## src/rtl/green_delay_gen.sv

```systemverilog
// -----------------------------------------------------------------------------
// green_delay_gen
// Adaptive green-time generator for a two-way intersection. Counts vehicles
// waiting on red for each direction and, when the opposing yellow starts,
// converts that queue into a green duration in clock cycles for the FSM.
//
// Optional feature (macro FAULT_MONITOR_EN): illegal light-combination monitor.
// When defined, an illegal combination sets a sticky fault flag. While the
// flag is set, both delays are forced to the minimum and the queues freeze.
// When undefined, the fault port is tied low and no checker logic exists.
//
// Ports
//   clk                              rising-edge clock
//   rst                              synchronous active-high reset
//   NS_RED/NS_YELLOW/NS_GREEN        north-south light state from the FSM
//   EW_RED/EW_YELLOW/EW_GREEN        east-west light state from the FSM
//   ns_car, ew_car                   one-cycle pulse per arriving vehicle
//   ns_green_delay, ew_green_delay   registered green durations (cycles)
//   ns_upd, ew_upd                   one-cycle strobe on delay rewrite
//   fault                            sticky illegal-light flag
// -----------------------------------------------------------------------------
module green_delay_gen #(
    parameter int CLK_FREQ      = 50_000_000,
    parameter int BASE_GREEN_MS = 10_000,
    parameter int PER_CAR_MS    = 2_000,
    parameter int MIN_GREEN_MS  = 5_000,
    parameter int MAX_GREEN_MS  = 60_000,
    parameter int CNT_WIDTH     = 8
) (
    input  logic        clk,
    input  logic        rst,
    input  logic        NS_RED,
    input  logic        NS_YELLOW,
    input  logic        NS_GREEN,
    input  logic        EW_RED,
    input  logic        EW_YELLOW,
    input  logic        EW_GREEN,
    input  logic        ns_car,
    input  logic        ew_car,
    output logic [31:0] ns_green_delay,
    output logic [31:0] ew_green_delay,
    output logic        ns_upd,
    output logic        ew_upd,
    output logic        fault
);

    // Queue length -> clamped duration in cycles. 64-bit intermediates keep
    // the product exact before the clamp for any realistic parameter set.
    function automatic logic [31:0] f_cycles(input logic [CNT_WIDTH-1:0] q);
        logic [63:0] ms;
        logic [63:0] cyc;
        ms = 64'(BASE_GREEN_MS) + 64'(PER_CAR_MS) * 64'(q);
        if (ms < 64'(MIN_GREEN_MS)) ms = 64'(MIN_GREEN_MS);
        if (ms > 64'(MAX_GREEN_MS)) ms = 64'(MAX_GREEN_MS);
        cyc = ms * 64'(CLK_FREQ / 1000);
        return cyc[31:0];
    endfunction

    localparam logic [31:0] L_BASE_CYC = f_cycles('0);
    localparam logic [31:0] L_MIN_CYC  = 32'(64'(MIN_GREEN_MS) * 64'(CLK_FREQ / 1000));

    // Light vector order: {NS_R, NS_Y, NS_G, EW_R, EW_Y, EW_G}
    logic [5:0]           w_lights;
    logic [5:0]           r_lights;
    logic [5:0]           w_rise;
    logic                 w_unused_rise;
    logic                 w_ns_y_rise;
    logic                 w_ew_y_rise;
    logic                 w_fault_now;
    logic [CNT_WIDTH-1:0] r_ns_q;
    logic [CNT_WIDTH-1:0] r_ew_q;

    assign w_lights      = {NS_RED, NS_YELLOW, NS_GREEN, EW_RED, EW_YELLOW, EW_GREEN};
    assign w_rise        = w_lights & ~r_lights;
    assign w_ns_y_rise   = w_rise[4];
    assign w_ew_y_rise   = w_rise[1];
    // Only the two yellow rises drive behaviour; the rest are kept for visibility.
    assign w_unused_rise = ^{w_rise[5], w_rise[3:2], w_rise[0]};

`ifdef FAULT_MONITOR_EN
    logic r_fault;
    logic r_armed;
    logic w_illegal;

    // Each direction must show exactly one lamp, and at least one must be red.
    assign w_illegal = !$onehot({NS_RED, NS_YELLOW, NS_GREEN})
                     | !$onehot({EW_RED, EW_YELLOW, EW_GREEN})
                     | (!NS_RED && !EW_RED);

    // The checker is armed from the second cycle after reset release, so the
    // FSM gets one cycle to settle its outputs.
    always_ff @(posedge clk) begin
        if (rst) begin
            r_fault <= 1'b0;
            r_armed <= 1'b0;
        end else begin
            r_armed <= 1'b1;
            if (r_armed && w_illegal) r_fault <= 1'b1;
        end
    end

    // Force the safe state in the detection cycle, so the forced delays
    // appear together with the flag.
    assign w_fault_now = r_fault | (r_armed & w_illegal);
    assign fault       = r_fault;
`else
    assign w_fault_now = 1'b0;
    assign fault       = 1'b0;
`endif

    // NOTE: every register is written with non-blocking assignments, so all
    // branches see pre-edge values of r_ns_q/r_ew_q and r_lights. The reset is
    // synchronous and tested first inside the clocked block.
    always_ff @(posedge clk) begin
        if (rst) begin
            r_lights       <= '0;
            r_ns_q         <= '0;
            r_ew_q         <= '0;
            ns_upd         <= 1'b0;
            ew_upd         <= 1'b0;
            ns_green_delay <= L_BASE_CYC;
            ew_green_delay <= L_BASE_CYC;
        end else begin
            r_lights <= w_lights;
            ns_upd   <= 1'b0;
            ew_upd   <= 1'b0;

            if (w_fault_now) begin
                ns_green_delay <= L_MIN_CYC;
                ew_green_delay <= L_MIN_CYC;
            end else begin
                // The NS queue is consumed when EW goes yellow. A car arriving
                // in that same cycle starts the next queue.
                if (w_ew_y_rise) begin
                    ns_green_delay <= f_cycles(r_ns_q);
                    ns_upd         <= 1'b1;
                    r_ns_q         <= CNT_WIDTH'(ns_car);
                end else if (ns_car && !NS_GREEN && (r_ns_q != '1)) begin
                    r_ns_q <= r_ns_q + 1'b1;
                end

                if (w_ns_y_rise) begin
                    ew_green_delay <= f_cycles(r_ew_q);
                    ew_upd         <= 1'b1;
                    r_ew_q         <= CNT_WIDTH'(ew_car);
                end else if (ew_car && !EW_GREEN && (r_ew_q != '1)) begin
                    r_ew_q <= r_ew_q + 1'b1;
                end
            end
        end
    end

endmodule
```

## config.mk

```make
export PLATFORM = sky130hd
export DESIGN_NAME = green_delay_gen
export DESIGN_NICKNAME = d
export VERILOG_FILES = /design/src/rtl/green_delay_gen.sv
export SDC_FILE = /design/constraint.sdc
export NUM_CORES = 1
export LEC_CHECK = 0
export ABC_AREA = 1
export BUFFER_PORTS_ARGS = -buffer_cell sky130_fd_sc_hd__buf_4
export CAP_MARGIN = 25
export CORE_AREA = 2 2 164 166
export CTS_CLUSTER_DIAMETER = 60
export CTS_CLUSTER_SIZE = 14
export DETAILED_ROUTE_END_ITERATION = 6
export DIE_AREA = 0 0 166 168
export GPL_TIMING_DRIVEN = 1
export PLACE_DENSITY = 0.67
export SETUP_SLACK_MARGIN = 0.4
export SLEW_MARGIN = 5
export SYNTH_ARGS = -nofsm -noshare
export SYNTH_HDL_FRONTEND = slang
export SYNTH_SLANG_ARGS = --single-unit
export TNS_END_PERCENT = 1
```

## constraint.sdc

```tcl
create_clock -name clk -period 12.2 [get_ports clk]
set_input_delay 1.22 -clock clk [delete_from_list [all_inputs] [get_ports clk]]
set_output_delay 1.22 -clock clk [all_outputs]
set_load 0.05 [all_outputs]
```

==> flow_summary.json, run 1 <==
{
  "synth_edf_count": 0,
  "clk_pin_slew_ns": 0.06,
  "cp-start-kind": "flop",
  "dieArea_um2": 27890,
  "path_common_cell": "nand2_1",
  "worst_slew_pin_slew_ns": 0.7457,
  "worstSetupEndpointType": "flop",
  "coreArea_um2": 26350,
  "max_freq_mhz": 104.4,
  "outcome": "completed",
  "synth_mux_area_share_pct": 0,
  "skew_ns": 0.005840,
  "grt_max_degree": 19,
  "worstSkewPairLatency_ns": 0.35,
  "synthFlopType": "dfxtp_1",
  "finish.net_count": 2146,
  "layout_min_cycle_time_ns": 9.579,
  "initial_utilization_pct": 48.62,
  "worstPathArrival_ns": 9.81,
  "firstDrtPassIters": 4,
  "ant_nets": 0,
  "report.final.setup_viol": 0,
  "clockBufferDepth": 2,
  "whs_path_depth": 2,
  "die_h_um": 168,
  "min-delay-path-class": "reg -> reg",
  "grt_overflow_total": 0,
  "io_buffers": 59,
  "synth_top_area_cell": "ha_1",
  "regArea_um2": 1401,
  "diodes": 0,
  "std_cell_rows": 60,
  "crit_fanout": 12,
  "grtUsageTotal_pct": 20.88,
  "fillers": 2527,
  "via_per_inst": 4.935,
  "r2r_cells": 45,
  "antenna_found_initial": 0,
  "cpPeakStageDelay_ns": 0.55,
  "maxCapViolations": 0,
  "finalHoldViolCount": 0,
  "cts-resized-gates": 0,
  "wire_per_inst_um": 13.31,
  "postCtsHoldBufs": 0,
  "syn_area_um2": 12810,
  "critical_path_class": "reg -> reg",
  "finalSetupTns_ns": 0,
  "cts_root_buffer": "clkbuf_16",
  "netlist_instances": 1641,
  "rsz0062_at_grt": "false",
  "slew_headroom_pct": 50.16,
  "die_w_um": 166,
  "fin_crit_sh_pct": 78.52,
  "ys_seq_area_share_pct": 10.94,
  "avgSynthCellArea_um2": 7.808,
  "synthArstFlopShare_pct": 0,
  "num_vias": 10300,
  "synthAdderAreaFrac_pct": 46.09,
  "synth_simple_gate_area_share_pct": 16.78,
  "boundaryPins": 77,
  "cts_inserted_buffers": 9,
  "synth_top_area_share_pct": 25.78,
  "synthDistinctLibCells": 52,
  "gp_congestion": 0.8868,
  "ys_warn_count": 0,
  "synth_compound_area_share_pct": 9.170,
  "grt_pass1_vias": 10570,
  "drive_above_1_share_pct": 7.041,
  "synth.area.top_cells": "ha_1, fa_1, inv_1",
  "multi_input_area_um2": 9892,
  "drc": 0,
  "slowest_stage": "fa_1",
  "postCtsSetupRepairBufs": 0,
  "synth_top_family_by_area": "adder cells",
  "ys_ff_latch": 70,
  "cts_tree": "done",
  "drt_iter0_drc": 349,
  "cp.required_ns": 12.43,
  "syn2layout_area_growth_pct": 9.541,
  "cts.sinks": 70,
  "htreeDepth": 3,
  "dp_hpwl_um": 23970,
  "grt_first_pass_wirelength_um": 48400,
  "slew_violations": 0,
  "synth-xor-area-share_pct": 3.496,
  "drt_wl_total_um": 27790
}
[synthesized netlist by cell type (5+ instances only)]
library cell and count:
nand4_1 17, nor2_1 81, o21ai_0 55, a21oi_1 82, ha_1 264, nand3_2 8, buf_4 15, nand3b_1 5
a21oi_2 6, dfxtp_1 70, inv_1 408, o22ai_1 15, a21o_1 8, a22o_1 6, fa_1 130, nand2_1 265
xor2_1 34, o31ai_1 5, xnor2_1 14, or2_2 5, nand2_2 11, nand3_1 65, clkbuf_1 7, nor3_1 11
[per-stage QoR]
step                area, µm²  util, %  worst slack, ns  hold WS [ns]  instances
floorplan               13020        -            3.900        0.5105       1696
global placement        13740    52.13            2.855        0.4164       2072
detailed placement      13740    52.13            2.734        0.4195       2072
CTS                     14030    53.26            2.677        0.4293       2088
global route            14030    53.26            1.908        0.4390       2088
finish                  14030    53.26            2.621        0.4276       2088
[logic make-up after synthesis]
kind of cell	after synthesis
AND/OR/NAND/NOR	485
AO/OA/AOI/OAI	201
XOR/XNOR	49
flip-flops	70
buffers and inverters	440
adder cells (fa/ha/maj)	394
other	2
[area by class of cell]
cell class | instances | area share, %
sequential | 70 | 9.985
tap | 341 | 3.040
inverter | 413 | 11.05
multi-input combinational | 1186 | 70.48
clock buffer | 10 | 1.631
timing repair buffer | 62 | 3.316
clock inverter | 6 | 0.4992
[worst max-delay path: cells and delay by family (launching register included)]
| family | cells | cell delay (ns) |
|---|---|---|
| adder cells (fa/ha/maj) | 11 | 4.65 |
| AND/OR/NAND/NOR | 19 | 2.20 |
| AO/OA/AOI/OAI | 7 | 1.35 |
| flip-flops | 1 | 0.52 |
| XOR/XNOR | 2 | 0.37 |
| buffers and inverters | 6 | 0.37 |
[worst paths after layout]
check	start	to	slack [ns]
setup reg to reg	r_ew_q[0]$_SDFFE_PP0P_	ew_green_delay[31]$_SDFFE_PP0P_	2.62
hold / removal	ew_green_delay[7]$_SDFFE_PP0P_	ew_green_delay[7]$_SDFFE_PP0P_	0.43
hold reg to reg	ew_green_delay[7]$_SDFFE_PP0P_	ew_green_delay[7]$_SDFFE_PP0P_	0.43
setup / recovery	r_ew_q[0]$_SDFFE_PP0P_	ew_green_delay[31]$_SDFFE_PP0P_	2.62
[layout by cell type (no fill, tap or decap), types with 3 or more instances in the layout]
cell type	instances
a21boi_0	3
a21o_1	8
a21oi_1	82
a21oi_2	6
a22o_1	6
a31oi_1	4
buf_4	62
clkbuf_16	9
clkinvlp_4	3
conb_1	57
dfxtp_1	70
fa_1	130
ha_1	264
inv_1	408
inv_2	4
nand2_1	265
nand2_2	11
nand2_4	3
nand3_1	65
nand3_2	8
nand3b_1	5
nand4_1	17
nand4_2	3
nor2_1	81
nor2_2	3
nor3_1	11
o21a_1	3
o21ai_0	55
o21bai_1	3
o22ai_1	15
o31ai_1	5
or2_2	5
xnor2_1	14
xor2_1	34
[routing by layer]
layer / share of wire (%) / GRT usage (%)
met5: 0 / 0
met4: 1.7 / 5.255
met2: 51 / 39.82
met3: 2.2 / 1.293
met1: 45 / 25.60
[registers in the layout (all words and copies together) (netlist names)]
name,count
r_ns_q,8
ew_upd,1
ns_upd,1
ew_green_delay,25
r_ew_q,8
r_lights,2
ns_green_delay,25
Power of run 1 is left out: the tool's default activity adds up to more than one toggle a clock period on the data nets, which glitch-free logic cannot reach.
==> inputs of run 2 (changes only) <==
--- a/config.mk
+++ b/config.mk
@@ -14,7 +14,7 @@
 export DETAILED_ROUTE_END_ITERATION = 6
 export DIE_AREA = 0 0 166 168
 export GPL_TIMING_DRIVEN = 1
-export PLACE_DENSITY = 0.67
+export PLACE_DENSITY = 0.69
 export SETUP_SLACK_MARGIN = 0.4
 export SLEW_MARGIN = 5
 export SYNTH_ARGS = -nofsm -noshare
==> constraint.sdc (replaced) <==
create_clock -name clk -period 8.8 [get_ports clk]
set_input_delay 0.88 -clock clk [delete_from_list [all_inputs] [get_ports clk]]
set_output_delay 0.88 -clock clk [all_outputs]
set_load 0.05 [all_outputs]
==> flow_summary.json, run 2 (synthesis gave the netlist of run 1 again) <==
{
  "outcome": "completed",
  "critical_path_buf_inv_count": 8,
  "cp.required_ns": 9.03,
  "grt_max_degree": 19,
  "grtUsageTotal_pct": 21.35,
  "die_w_um": 166,
  "layout_min_cycle_time_ns": 8.289,
  "clockBufferDepth": 2,
  "r2r_end": "ew_green_delay[31]$_SDFFE_PP0P_",
  "finish.net_count": 2229,
  "crit_fanout": 7,
  "ant_nets": 0,
  "worstSetupEndpointType": "flop",
  "rr_startpoint": "r_ew_q[2]$_SDFFE_PP0P_",
  "die_h_um": 168,
  "critical_path_class": "reg -> reg",
  "cts_root_buffer": "clkbuf_16",
  "drt_iter0_drc": 397,
  "slew_headroom_pct": 46.13,
  "fillers": 2055,
  "postCtsHoldBufs": 0,
  "rsz0062_at_grt": "true",
  "dp_cells": 2120,
  "maxCapViolations": 0,
  "min_from": "ew_green_delay[7]$_SDFFE_PP0P_",
  "grt_util_met1_pct": 25.63,
  "antenna_found_initial": 0,
  "cts_inserted_buffers": 9,
  "multi_input_area_um2": 11670,
  "fin_crit_sh_pct": 94.20,
  "grt_first_pass_wirelength_um": 49850,
  "wire_per_inst_um": 14.79,
  "worstPathArrival_ns": 8.52,
  "worstSkewPairLatency_ns": 0.35,
  "firstDrtPassIters": 5,
  "worst_slew_pin_slew_ns": 0.8061,
  "diodes": 0,
  "dieArea_um2": 27890,
  "top_usage_layer": "met2",
  "whs_path_depth": 2,
  "grt_overflow_total": 0,
  "skew_ns": 0.01156,
  "cts.sinks": 70,
  "final_common_cell": "inv_1",
  "fin_cells": 2170,
  "reg_top3": "ew_green_delay x25, ns_green_delay x25",
  "initial_utilization_pct": 48.62,
  "finalHoldViolCount": 0,
  "rrSetupSlack_ns": 0.51,
  "io_buffers": 59,
  "htreeDepth": 3,
  "slowest_stage": "fa_1",
  "met2_usage_pct": 41.30,
  "drc": 0,
  "clk_pin_slew_ns": 0.06,
  "num_vias": 11010,
  "r2r_cells": 47,
  "coreArea_um2": 26350,
  "drt_wl_total_um": 32090,
  "cpPeakStageDelay_ns": 0.55,
  "report.final.setup_viol": 0,
  "dp_hpwl_um": 24570,
  "boundaryPins": 77,
  "min_to": "ew_green_delay[7]$_SDFFE_PP0P_",
  "min-delay-path-class": "reg -> reg",
  "cts_tree": "done",
  "cpLargestDelayFamily": "adder cells",
  "slew_violations": 0,
  "grt_pass1_vias": 10950,
  "final_cell_mix": "inv_1, nand2_1, ha_1, buf_4, fa_1",
  "max_freq_mhz": 120.6,
  "syn2layout_area_growth_pct": 28.97,
  "via_per_inst": 5.076,
  "drive_above_1_share_pct": 25.31,
  "gp_congestion": 0.9311,
  "grt_use_met3_pct": 1.128,
  "cp-start-kind": "flop",
  "regArea_um2": 1421,
  "std_cell_rows": 60
}
run 2: cell types whose count changed in the layout (fill, tap and decap cells not counted), sizes merged:
cell    change
clkinv      +1
buf        +83
inv         -2
run 2: area by class of cell:
cell class | instances | area share [%]
multi-input combinational | 1186 | 70.61
inverter | 413 | 9.457
sequential | 70 | 8.601
timing repair buffer | 145 | 6.996
tap | 341 | 2.582
clock buffer | 10 | 1.386
clock inverter | 5 | 0.3710
run 2: how the worst max path moves through the flow:
stage | startpoint | end | slack [ns] | cells past startpoint
after global placement | r_ns_q[1]$_SDFFE_PP0P_ | ns_green_delay[27]$_SDFFE_PP1P_ | 0.02 | 41
final | r_ew_q[2]$_SDFFE_PP0P_ | ew_green_delay[31]$_SDFFE_PP0P_ | 0.51 | 47
after CTS | r_ew_q[1]$_SDFFE_PP0P_ | ew_green_delay[28]$_SDFFE_PP1P_ | 0.32 | 44
after global routing | r_ew_q[2]$_SDFFE_PP0P_ | ew_green_delay[31]$_SDFFE_PP0P_ | 0.06 | 47
after floorplan | r_ew_q[1]$_SDFFE_PP0P_ | ew_green_delay[31]$_SDFFE_PP0P_ | 0.50 | 46
after detailed placement | r_ns_q[2]$_SDFFE_PP0P_ | ns_green_delay[29]$_SDFFE_PP0P_ | -0.1 | 41
run 2: per-layer routing:
| layer | vias to the layer above | share of wire, % |
|---|---|---|
| met5 | - | 0 |
| met4 | 0 | 2.2 |
| met3 | 46 | 2.1 |
| met2 | 186 | 54 |
| met1 | 5304 | 42 |
| li1 | 5478 | - |
run 2: what timing repair did:
item / in CTS / in global routing
buffers inserted: 4 / 31
endpoints found under the setup margin: 19 / 27
resized for setup: 52 / 311
pin swaps: 12 / 142
run 2: stage by stage:
stage	hold slack, ns	cell area (µm²)	setup TNS, ns	utilization, %	setup slack [ns]
3_5_place_dp	0.4195	14110	-0.2124	53.54	-0.09957
6_report	0.4247	16520	0	62.71	0.5108
4_1_cts	0.4286	14630	0	55.51	0.3213
5_1_grt	0.4438	16520	0	62.71	0.05653
3_3_place_gp	0.4160	14110	0	53.54	0.02463
2_1_floorplan	0.5105	13020	0	-	0.4998
run 2: worst reg2reg max path, delay by kind of cell (launching register included):
family | cells | cell delay (ns)
buf+inv | 8 | 0.68
xor+xnor | 1 | 0.13
compound gates | 5 | 0.57
simple gates | 22 | 2.10
flops | 1 | 0.37
fa+ha+maj | 11 | 4.34
Power of run 2 is left out for the same reason.
==> inputs of run 3 (changes only) <==
--- a/config.mk
+++ b/config.mk
@@ -14,7 +14,7 @@
 export DETAILED_ROUTE_END_ITERATION = 6
 export DIE_AREA = 0 0 166 168
 export GPL_TIMING_DRIVEN = 1
-export PLACE_DENSITY = 0.69
+export PLACE_DENSITY = 0.7
 export SETUP_SLACK_MARGIN = 0.4
 export SLEW_MARGIN = 5
 export SYNTH_ARGS = -nofsm -noshare
==> flow_summary.json, run 3 (synthesis gave the netlist of run 1 again) <==
{
  "clockBufferDepth": 2,
  "worstSetupEndpointType": "flop",
  "fin_ws_ns": 0.4724,
  "die_w_um": 166,
  "fin_crit_sh_pct": 94.63,
  "wire_per_inst_um": 14.33,
  "antenna_found_initial": 0,
  "rr_startpoint": "r_ns_q[1]$_SDFFE_PP0P_",
  "firstDrtPassIters": 5,
  "finish.net_count": 2239,
  "slew_violations": 0,
  "coreArea_um2": 26350,
  "maxCapViolations": 0,
  "drt_iter0_drc": 401,
  "max_freq_mhz": 120.1,
  "gp_congestion": 0.9081,
  "worstSkewPairLatency_ns": 0.36,
  "skew_ns": 0.01112,
  "reg_top3": "ew_green_delay x25, ns_green_delay x25",
  "finalHoldViolCount": 0,
  "syn2layout_area_growth_pct": 27.03,
  "ant_nets": 0,
  "cpLargestDelayFamily": "adder cells",
  "cts_tree": "done",
  "drc": 0,
  "rsz0062_at_grt": "true",
  "dp_cells": 2130,
  "io_buffers": 59,
  "worst_slew_pin_slew_ns": 0.7644,
  "fin_cells": 2180,
  "drive_above_1_share_pct": 24.47,
  "critical_path_class": "reg -> reg",
  "cts_inserted_buffers": 9,
  "initial_utilization_pct": 48.62,
  "dieArea_um2": 27890,
  "grtUsageTotal_pct": 21.70,
  "drt_wl_total_um": 31240,
  "critical_path_buf_inv_count": 6,
  "fillers": 2190,
  "holdWs_ns": 0.4341,
  "grt_first_pass_wirelength_um": 50320,
  "final_util_pct": 61.77,
  "crit_fanout": 8,
  "min_from": "ew_green_delay[7]$_SDFFE_PP0P_",
  "grt_overflow_total": 0,
  "grt_max_degree": 19,
  "grt_pass1_vias": 11030,
  "outcome": "completed",
  "layout_min_cycle_time_ns": 8.328,
  "report.final.setup_viol": 0,
  "cpPeakStageDelay_ns": 0.61,
  "clk_pin_slew_ns": 0.07,
  "std_cell_rows": 60,
  "worstPathArrival_ns": 8.59,
  "min-delay-path-class": "reg -> reg",
  "die_h_um": 168,
  "via_per_inst": 5.028,
  "cp-start-kind": "flop",
  "diodes": 0,
  "final_common_cell": "inv_1",
  "htreeDepth": 3,
  "cts.sinks": 70,
  "slew_headroom_pct": 48.92,
  "dp_hpwl_um": 24410,
  "cp.required_ns": 9.06,
  "boundaryPins": 77,
  "num_vias": 10960,
  "cts_root_buffer": "clkbuf_16",
  "slowest_stage": "fa_2",
  "dp_slack_ns": -0.06777,
  "crit_start": "r_ns_q[1]$_SDFFE_PP0P_",
  "final_cell_mix": "inv_1, nand2_1, ha_1, buf_4, fa_1"
}
run 3: cell count changes in the layout (fill, tap and decap cells not counted), sizes merged:
cell | before | now
buf | 145 | 155
clkinv | 2 | 3
clkinvlp | 3 | 1
clkbuf | 10 | 9
bufinv | 1 | 3
run 3: through the flow:
stage	setup TNS, ns	area, µm²
2_1_floorplan	0	13020
3_3_place_gp	0	14170
3_5_place_dp	-0.1847	14170
4_1_cts	0	14780
5_1_grt	0	16280
6_report	0	16280
run 3: area by class of cell:
class                      count  area, µm²  share of cell area (%)
clock inverter                 6      111.4                  0.6842
timing repair buffer         155       1210                   7.434
inverter                     413       1560                   9.586
clock buffer                   9      225.2                   1.384
sequential                    70       1425                   8.756
multi-input combinational   1186      11320                   69.53
tap                          341      426.7                   2.621
run 3: timing repair:
action                                  in CTS  in global routing
resized for setup                           61                269
endpoints found under the hold margin        0                  0
buffers inserted                             5                 30
pin swaps                                   22                119
endpoints found under the setup margin      20                 27
hold buffers                                 0                  0
run 3: layer usage:
layer / vias to the layer above / share of wire (%) / global-route usage [%]
li1: 5487 / - / -
met1: 5271 / 42 / 25.52
met2: 138 / 53 / 41.40
met5: - / 0 / 0
met3: 64 / 1.8 / 1.763
met4: 0 / 3.1 / 7.486
run 3: final timing paths:
path	depth (start not counted)	slack (ns)	end
max	44	0.47	ns_green_delay[30]$_SDFFE_PP0P_
min reg2reg	2	0.43	ew_green_delay[7]$_SDFFE_PP0P_
max reg2reg	44	0.47	ns_green_delay[30]$_SDFFE_PP0P_
min	2	0.43	ew_green_delay[7]$_SDFFE_PP0P_
run 3: worst register-to-register path: cells and delay by family, from the launching register on:
kind / cells / cell delay [ns]
adder cells (fa/ha/maj): 11 / 4.55
AND/OR/NAND/NOR: 22 / 2.35
AO/OA/AOI/OAI: 4 / 0.42
buffers and inverters: 6 / 0.40
flip-flops: 1 / 0.36
XOR/XNOR: 1 / 0.18
Power of run 3 is left out for the same reason.
